==> src/rtl/seq_cmp_pkg.sv <==
// Shared types and elaboration helpers for the sequential signed comparator.
//   state_e  : controller state (IDLE / RUN / DONE)
//   calc_n   : number of chunk cycles for a WIDTH/CHUNK pair
//   idx_w    : chunk index width, never below 1 bit
package seq_cmp_pkg;

  typedef enum logic [1:0] {
    IDLE = 2'd0,
    RUN  = 2'd1,
    DONE = 2'd2
  } state_e;

  function automatic int calc_n(input int width, input int chunk);
    return width / chunk;
  endfunction

  function automatic int idx_w(input int n);
    return (n > 1) ? $clog2(n) : 1;
  endfunction

endpackage

==> src/rtl/seq_cmp_chunk.sv <==
// Combinational unsigned compare of one CHUNK-bit slice.
//   a, b : slice operands (unsigned)
//   gt   : a > b
//   lt   : a < b
module seq_cmp_chunk #(
  parameter int CHUNK = 4
) (
  input  logic [CHUNK-1:0] a,
  input  logic [CHUNK-1:0] b,
  output logic             gt,
  output logic             lt
);

  assign gt = (a > b);
  assign lt = (a < b);

endmodule

==> src/rtl/seq_signed_cmp_gteq.sv <==
// Multi-cycle signed comparator: out_ge = (in_a >= in_b), two's complement.
// Operands are taken on an in_valid/in_ready handshake, walked LSB-first
// CHUNK bits per cycle, and the result is held on an out_valid/out_ready
// handshake.
//   clk, rst_n           : clock, async active-low reset
//   in_valid/in_ready    : operand handshake (in_ready high only in IDLE)
//   in_a, in_b           : WIDTH-bit signed operands
//   out_valid/out_ready  : result handshake
//   out_ge               : A >= B
//   out_eq               : A == B (only when SEQ_CMP_EQ_OUT_EN is defined)
// Optional macro: SEQ_CMP_EQ_OUT_EN adds the out_eq port and its flag.
module seq_signed_cmp_gteq
  import seq_cmp_pkg::*;
#(
  parameter int WIDTH = 32,
  parameter int CHUNK = 4
) (
  input  logic             clk,
  input  logic             rst_n,
  input  logic             in_valid,
  output logic             in_ready,
  input  logic [WIDTH-1:0] in_a,
  input  logic [WIDTH-1:0] in_b,
  output logic             out_valid,
  input  logic             out_ready,
`ifdef SEQ_CMP_EQ_OUT_EN
  output logic             out_eq,
`endif
  output logic             out_ge
);

  localparam int N  = calc_n(WIDTH, CHUNK);
  localparam int IW = idx_w(N);

  generate
    if ((WIDTH % CHUNK) != 0 || WIDTH < 2) begin : g_bad_cfg
      $error("seq_signed_cmp_gteq: WIDTH must be >= 2 and divisible by CHUNK");
    end
  endgenerate

  state_e           state_q, state_d;
  logic [WIDTH-1:0] a_q, a_d, b_q, b_d;
  logic [IW-1:0]    idx_q, idx_d;
  logic             ge_q, ge_d;
  logic             out_valid_q, out_valid_d;
  logic             out_ge_q, out_ge_d;
`ifdef SEQ_CMP_EQ_OUT_EN
  logic             eq_q, eq_d;
  logic             out_eq_q, out_eq_d;
`endif

  logic [CHUNK-1:0] a_chunk, b_chunk;
  logic             c_gt, c_lt;

  assign a_chunk = a_q[int'(idx_q)*CHUNK +: CHUNK];
  assign b_chunk = b_q[int'(idx_q)*CHUNK +: CHUNK];

  seq_cmp_chunk #(.CHUNK(CHUNK)) u_chunk (
    .a  (a_chunk),
    .b  (b_chunk),
    .gt (c_gt),
    .lt (c_lt)
  );

  always_comb begin
    state_d     = state_q;
    a_d         = a_q;
    b_d         = b_q;
    idx_d       = idx_q;
    ge_d        = ge_q;
    out_valid_d = out_valid_q;
    out_ge_d    = out_ge_q;
`ifdef SEQ_CMP_EQ_OUT_EN
    eq_d        = eq_q;
    out_eq_d    = out_eq_q;
`endif
    case (state_q)
      IDLE: begin
        if (in_valid) begin
          // Flipping the sign bit maps signed order onto unsigned order.
          a_d     = {~in_a[WIDTH-1], in_a[WIDTH-2:0]};
          b_d     = {~in_b[WIDTH-1], in_b[WIDTH-2:0]};
          ge_d    = 1'b1;
`ifdef SEQ_CMP_EQ_OUT_EN
          eq_d    = 1'b1;
`endif
          idx_d   = '0;
          state_d = RUN;
        end
      end
      RUN: begin
        // LSB-first walk: any decisive higher chunk overrides lower ones.
        if (c_gt) begin
          ge_d = 1'b1;
`ifdef SEQ_CMP_EQ_OUT_EN
          eq_d = 1'b0;
`endif
        end else if (c_lt) begin
          ge_d = 1'b0;
`ifdef SEQ_CMP_EQ_OUT_EN
          eq_d = 1'b0;
`endif
        end
        idx_d = idx_q + 1'b1;
        if (idx_q == IW'(N-1)) begin
          out_ge_d    = ge_d;
`ifdef SEQ_CMP_EQ_OUT_EN
          out_eq_d    = eq_d;
`endif
          out_valid_d = 1'b1;
          idx_d       = '0;
          state_d     = DONE;
        end
      end
      DONE: begin
        if (out_ready) begin
          out_valid_d = 1'b0;
          state_d     = IDLE;
        end
      end
      default: state_d = IDLE;
    endcase
  end

  always_ff @(posedge clk or negedge rst_n) begin
    if (!rst_n) begin
      state_q     <= IDLE;
      a_q         <= '0;
      b_q         <= '0;
      idx_q       <= '0;
      ge_q        <= 1'b0;
      out_valid_q <= 1'b0;
      out_ge_q    <= 1'b0;
`ifdef SEQ_CMP_EQ_OUT_EN
      eq_q        <= 1'b0;
      out_eq_q    <= 1'b0;
`endif
    end else begin
      state_q     <= state_d;
      a_q         <= a_d;
      b_q         <= b_d;
      idx_q       <= idx_d;
      ge_q        <= ge_d;
      out_valid_q <= out_valid_d;
      out_ge_q    <= out_ge_d;
`ifdef SEQ_CMP_EQ_OUT_EN
      eq_q        <= eq_d;
      out_eq_q    <= out_eq_d;
`endif
    end
  end

  assign in_ready  = (state_q == IDLE);
  assign out_valid = out_valid_q;
  assign out_ge    = out_ge_q;
`ifdef SEQ_CMP_EQ_OUT_EN
  assign out_eq    = out_eq_q;
`endif

endmodule

==> config.mk <==
export PLATFORM = sky130hd
export DESIGN_NAME = seq_signed_cmp_gteq
export DESIGN_NICKNAME = d
export VERILOG_FILES = /design/src/rtl/seq_cmp_pkg.sv /design/src/rtl/seq_cmp_chunk.sv /design/src/rtl/seq_signed_cmp_gteq.sv
export SDC_FILE = /design/constraint.sdc
export NUM_CORES = 1
export LEC_CHECK = 0
export CAP_MARGIN = 10
export CORE_ASPECT_RATIO = 1.5
export CORE_MARGIN = 3
export CORE_UTILIZATION = 51
export CTS_CLUSTER_DIAMETER = 30
export CTS_CLUSTER_SIZE = 40
export DETAILED_ROUTE_END_ITERATION = 12
export PLACE_DENSITY = 0.8
export SLEW_MARGIN = 5
export SYNTH_ARGS = -nofsm -noshare
export SYNTH_HDL_FRONTEND = slang
export SYNTH_SLANG_ARGS = --single-unit
export TNS_END_PERCENT = 100
==> constraint.sdc <==
create_clock -name clk -period 2.7 [get_ports clk]
set_clock_uncertainty 0.05 [all_clocks]
set_input_delay 0.27 -clock clk [delete_from_list [all_inputs] [get_ports clk]]
set_output_delay 0.27 -clock clk [all_outputs]
set_load 0.02 [all_outputs]
# Word level (Yosys, flattened, before mapping)

Cells that the tools add are included.

Muxes and demuxes: 14
Bitwise gates (word level): 2
Reduce and logical (&&, ||, !) cells: 8
Add/sub/neg operators: 1
Equality and inequality tests: 6
Shifts and indexed selects: 2
Magnitude comparators: 2

Operators by type and width:

| kind                                                             | count |
|---|---|
| 32-bit by 6-bit variable part select with 4-bit output           | 2 |
| 2-bit two-way mux                                                | 3 |
| 3-bit two-way mux                                                | 2 |
| 2-bit != test (second input constant)                            | 3 |
| 2-bit one-hot mux with 3 select lines                            | 1 |
| 3-bit one-hot mux with 2 select lines                            | 1 |
| 2-bit AND reduction                                              | 3 |
| 3-bit AND reduction                                              | 2 |
| 1-bit two-way mux                                                | 5 |
| 4-bit greater-than comparator                                    | 1 |
| 4-bit < comparator                                               | 1 |
| 1-bit one-hot mux with 2 select lines                            | 2 |
| 2-bit nonzero test                                               | 2 |
| 3-bit by 1-bit adder with 3-bit output (second input constant)   | 1 |
| 3-bit == test (second input constant)                            | 1 |
| 2-bit by 1-bit == test with 1-bit output (second input constant) | 1 |
| 2-bit == test (second input constant)                            | 1 |
| 2-bit logical NOT                                                | 1 |
| 1-bit inverter                                                   | 2 |

Flip-flop bits (word level): 72
Output and inout bits: 3
Bits of input ports: 68

# Depth between registers and ports, before layout

Depth after elaboration: 5
Mapped depth: 9

# Cells and area by module

A second synthesis with hierarchy kept.

Cells, all modules: 219
Area total of the unflattened synthesis: 3402.0 µm²

By module, submodules not included:

| module              | cells each | times used | area an instance (µm²) |
|---|---|---|---|
| seq_signed_cmp_gteq | 204        | 1          | 3288.2 |
| seq_cmp_chunk       | 15         | 1          | 113.9 |

# Worst setup path after synthesis

Ideal clock, no wire load.

Path kind: reg-to-reg
Start: reg idx_q[0]
End: reg ge_q
Path buffers: 1
Data arrival time: 2.058 ns
Required time: 2.521 ns
Cell stages (with the launch flop): 9
Path slack: 0.463 ns
Cell sequence: dfrtp_1 buf_6 mux4_1 mux2_2 ha_1 nor2b_1 o211ai_1 o2bb2ai_1 o21ai_0

Longest elaborated chain between the ends: 5

Ends and longest elaborated chain:

| what                                                                      | RTL line                                             | RTL |
|---|---|---|
| from (decl)                                                               | seq_signed_cmp_gteq.sv:43                            | `logic [IW-1:0] idx_q, idx_d;` |
| from (signal assigned)                                                    | seq_signed_cmp_gteq.sv:142                           | `idx_q <= idx_d;` |
| 32-bit by 6-bit variable part select with 4-bit output (on tied branches) | seq_signed_cmp_gteq.sv:55, seq_signed_cmp_gteq.sv:56 |  |
| 4-bit < comparator                                                        | seq_cmp_chunk.sv:15                                  | `assign lt = (a < b);` |
| 1-bit two-way mux                                                         | seq_signed_cmp_gteq.sv:98                            | `end else if (c_lt) begin` |
| 1-bit two-way mux (*)                                                     | seq_signed_cmp_gteq.sv:93                            | `if (c_gt) begin` |
| 1-bit one-hot mux with 2 select lines (*)                                 | seq_signed_cmp_gteq.sv:77                            | `case (state_q)` |
| to (signal assigned)                                                      | seq_signed_cmp_gteq.sv:143                           | `ge_q <= ge_d;` |
| to (decl)                                                                 | seq_signed_cmp_gteq.sv:44                            | `logic ge_q, ge_d;` |

Mark *: on every way between the ends. The rest lies on a longest branch, timed or not.
A chain may end at the register's enable or synchronous reset.

# Worst setup path after layout

Ends and elaborated chain as after synthesis.

==> flow_metrics.env <==
export IMPL_drt_wl_total_um=7410
export IMPL_via_per_inst=5.15
export IMPL_syn_instance_count=341
export IMPL_tightest_slew_ns=0.722
export IMPL_die_y_um=105
export IMPL_grt_max_degree=42
export IMPL_clkSinkCount=72
export IMPL_antenna_found_initial=0
export IMPL_synth_top_family_by_area="simple AND/OR/NAND/NOR gates"
export IMPL_grt_pass1_wl_um=12500
export IMPL_yosys_area_share_xor_xnor_pct=0
export IMPL_leakagePower_nw=2.14
export IMPL_rsz0062_at_grt="no"
export IMPL_hold_viol_final=0
export IMPL_regArea_um2=1800
export IMPL_multi_input_area_um2=1410
export IMPL_cts_reportedPaths_clkPinSlew_ns=0.08
export IMPL_drtIter0Drc=295
export IMPL_start_util_pct=53.2
export IMPL_peakVddDrop_mv=0.575
export IMPL_cp_slowest_cell="mux4_2"
export IMPL_area_delta_synth_final_pct=30.9
export IMPL_post_route_drc_count=0
export IMPL_die_w_um=71.8
export IMPL_syn_area_per_cell_um2=9.71
export IMPL_startpoint_type="flip-flop"
export IMPL_grt_pass1_vias=2698
export IMPL_synth_nets=415
export IMPL_outcome="complete, no violations"
export IMPL_diodes=0
export IMPL_hpwlAfterDp_um=5460
export IMPL_setup_viol=0
export IMPL_max_stage_delay_ns=0.52
export IMPL_grt_overflow=0
export IMPL_path_class="reg2reg"
export IMPL_muxShareOfSynthArea_pct=14.1
export IMPL_coreArea_um2=6220
export IMPL_synth_seq_cells=72
export IMPL_cts_buffers=9
export IMPL_synth_simple_area_share_pct=23.8
export IMPL_max_freq_mhz=416
export IMPL_postRouteAntennaNets=0
export IMPL_cp_max_fo=8
export IMPL_cp_required_ns=2.88
export IMPL_synthAdderAreaFrac_pct=2.27
export IMPL_synthDistinctLibCells=21
export IMPL_gp_congestion=0.816
export IMPL_netlist_area_um2=3310
export IMPL_finalCriticalPeriod_ns=2.40
export IMPL_cts_tree="yes"
export IMPL_clk_latency_ns=0.35
export IMPL_arrival_ns=2.58
export IMPL_layout_commonest_cell="nand2_1"
export IMPL_final_nets=486
export IMPL_pin_count=71
export IMPL_clock_path_buffers=2
export IMPL_synth_compound_area_share_pct=2.31
export IMPL_finalCritPeriodShare_pct=89.0
export IMPL_vias=2525
export IMPL_num_fill_cells=486
export IMPL_power_density_nw_per_um2=1130
export IMPL_layout_cells_non_filler=490
export IMPL_yosysSeqAreaShare_pct=54.4
export IMPL_worstSetupEndpointType="flip-flop"
export IMPL_wl_per_cell_um=15.1
export IMPL_slew_headroom_pct=51.9
export IMPL_root_buffer="clkbuf_8"
export IMPL_slew_viol_final=0
export IMPL_rows=35
export IMPL_dp_cells=474
export IMPL_io_buffer_count=70
export IMPL_grt_total_usage_pct=21.9
export IMPL_tns_ns=0
export IMPL_cp_cell_sequence="buf_4, mux4_2, mux2i_1, ha_1, nor2b_1, o211ai_1, o2bb2ai_1, o21ai_0"
export IMPL_hold_class="in2reg"
export IMPL_layout_common_cells="nand2_1, dfrtp_1, clkdlybuf4s50_1"
export IMPL_fp_dieArea_um2=7510
export IMPL_ys_warn_count=0
export IMPL_htreeDepth=3
export IMPL_drv_cap=0
export IMPL_layout_drive_gt1_share_pct=9.86
export IMPL_first_pass_iters=4
export IMPL_postCtsSetupRepairBufs=0
## worst paths after layout
check | from | to | slack (ns) | cells past startpoint
setup / recovery | idx_q[0] | ge_q | 0.30 | 8
hold / removal | in_a[13] | a_q[13] | 0.39 | 3
setup reg to reg | idx_q[0] | ge_q | 0.30 | 8
hold reg to reg | a_q[9] | a_q[9] | 0.43 | 2
max in group asynchronous | rst_n | idx_q[0] | 1.47 | 3
min in group asynchronous | rst_n | b_q[30] | 0.46 | 2
## metal layers
| layer | track usage (%) | up-vias | share of wire [%] |
|---|---|---|---|
| met2 | 37.5 | 64 | 55 |
| met3 | 4.23 | 17 | 3.9 |
| met5 | 0 | - | 0 |
| met4 | 10.3 | 0 | 2.8 |
| met1 | 25.9 | 1196 | 38 |
| li1 | - | 1248 | - |
## timing repair
item                       4_1_cts  5_1_grt
resized for setup                0        1
setup endpoints to repair        0        1
hold buffers                     1        0
hold endpoints to repair        31        0
## cell usage after synthesis (all sizes together)
| master | count | area (µm²) |
|---|---|---|
| nor2 | 2 | 7.51 |
| clkbuf | 8 | 30.0 |
| mux2i | 4 | 40.0 |
| buf | 11 | 67.6 |
| ha | 6 | 75.1 |
| o211ai | 1 | 7.51 |
| a21oi | 3 | 15.0 |
| nand4 | 1 | 6.26 |
| mux2 | 4 | 45.0 |
| o21ai | 6 | 30.0 |
| nand2 | 197 | 739 |
| nand3 | 3 | 15.0 |
| dfrtp | 72 | 1800 |
| o31ai | 2 | 15.0 |
| o2bb2ai | 1 | 8.76 |
| and2 | 1 | 6.26 |
| nor2b | 2 | 12.5 |
| mux4 | 16 | 383 |
| inv | 1 | 3.75 |
## cell families (layout without fill, tap and decap cells)
logic type / count (synthesis) / count (layout)
AOI/OAI and AO/OA: 13 / 13
adders and majority gates: 6 / 6
buffers and inverters: 20 / 95
DFF: 72 / 72
muxes: 24 / 24
and+or+nand+nor: 206 / 206
## critical path: cells and delay by family (launching register included)
family / cells / cell delay (ns)
buffers and inverters: 1 / 0.22
adders and majority gates: 1 / 0.28
DFF: 1 / 0.48
and+or+nand+nor: 1 / 0.14
AOI/OAI and AO/OA: 3 / 0.39
muxes: 2 / 0.71
## area by class of cell
class / count / area share [%]
timing repair buffer: 79 / 18.3
inverter: 1 / 0.0866
clock inverter: 6 / 2.51
clock buffer: 9 / 2.86
multi-input combinational: 249 / 32.5
sequential: 72 / 41.6
tap: 74 / 2.14
## through the flow
stage | setup slack, ns | power (mW) | util (%) | hold WS, ns | cell area [µm²]
3_5_place_dp | 0.229 | 3.90 | 65.8 | 0.309 | 4090
3_3_place_gp | 0.312 | 3.79 | 65.8 | 0.302 | 4090
5_1_grt | 0.0926 | 5.31 | 69.7 | 0.388 | 4330
6_report | 0.298 | 4.91 | 69.7 | 0.387 | 4330
4_1_cts | 0.175 | 4.94 | 69.7 | 0.379 | 4330
2_1_floorplan | 0.463 | 3.30 | - | -0.0756 | 3310
## sequential cells by signal, summed over array words and instances, names as in the netlist
name	cells
ge_q	1
idx_q	3
a_q	32
state_q	2
b_q	32
out_ge	1
out_valid	1
## power breakdown
part           switching [mW]  internal (mW)  leakage (nW)
clock                   0.405          0.607         0.119
combinational           0.923           1.01          1.13
sequential              0.380           1.59         0.895
No activity file was read; power rests on OpenSTA's default activity.
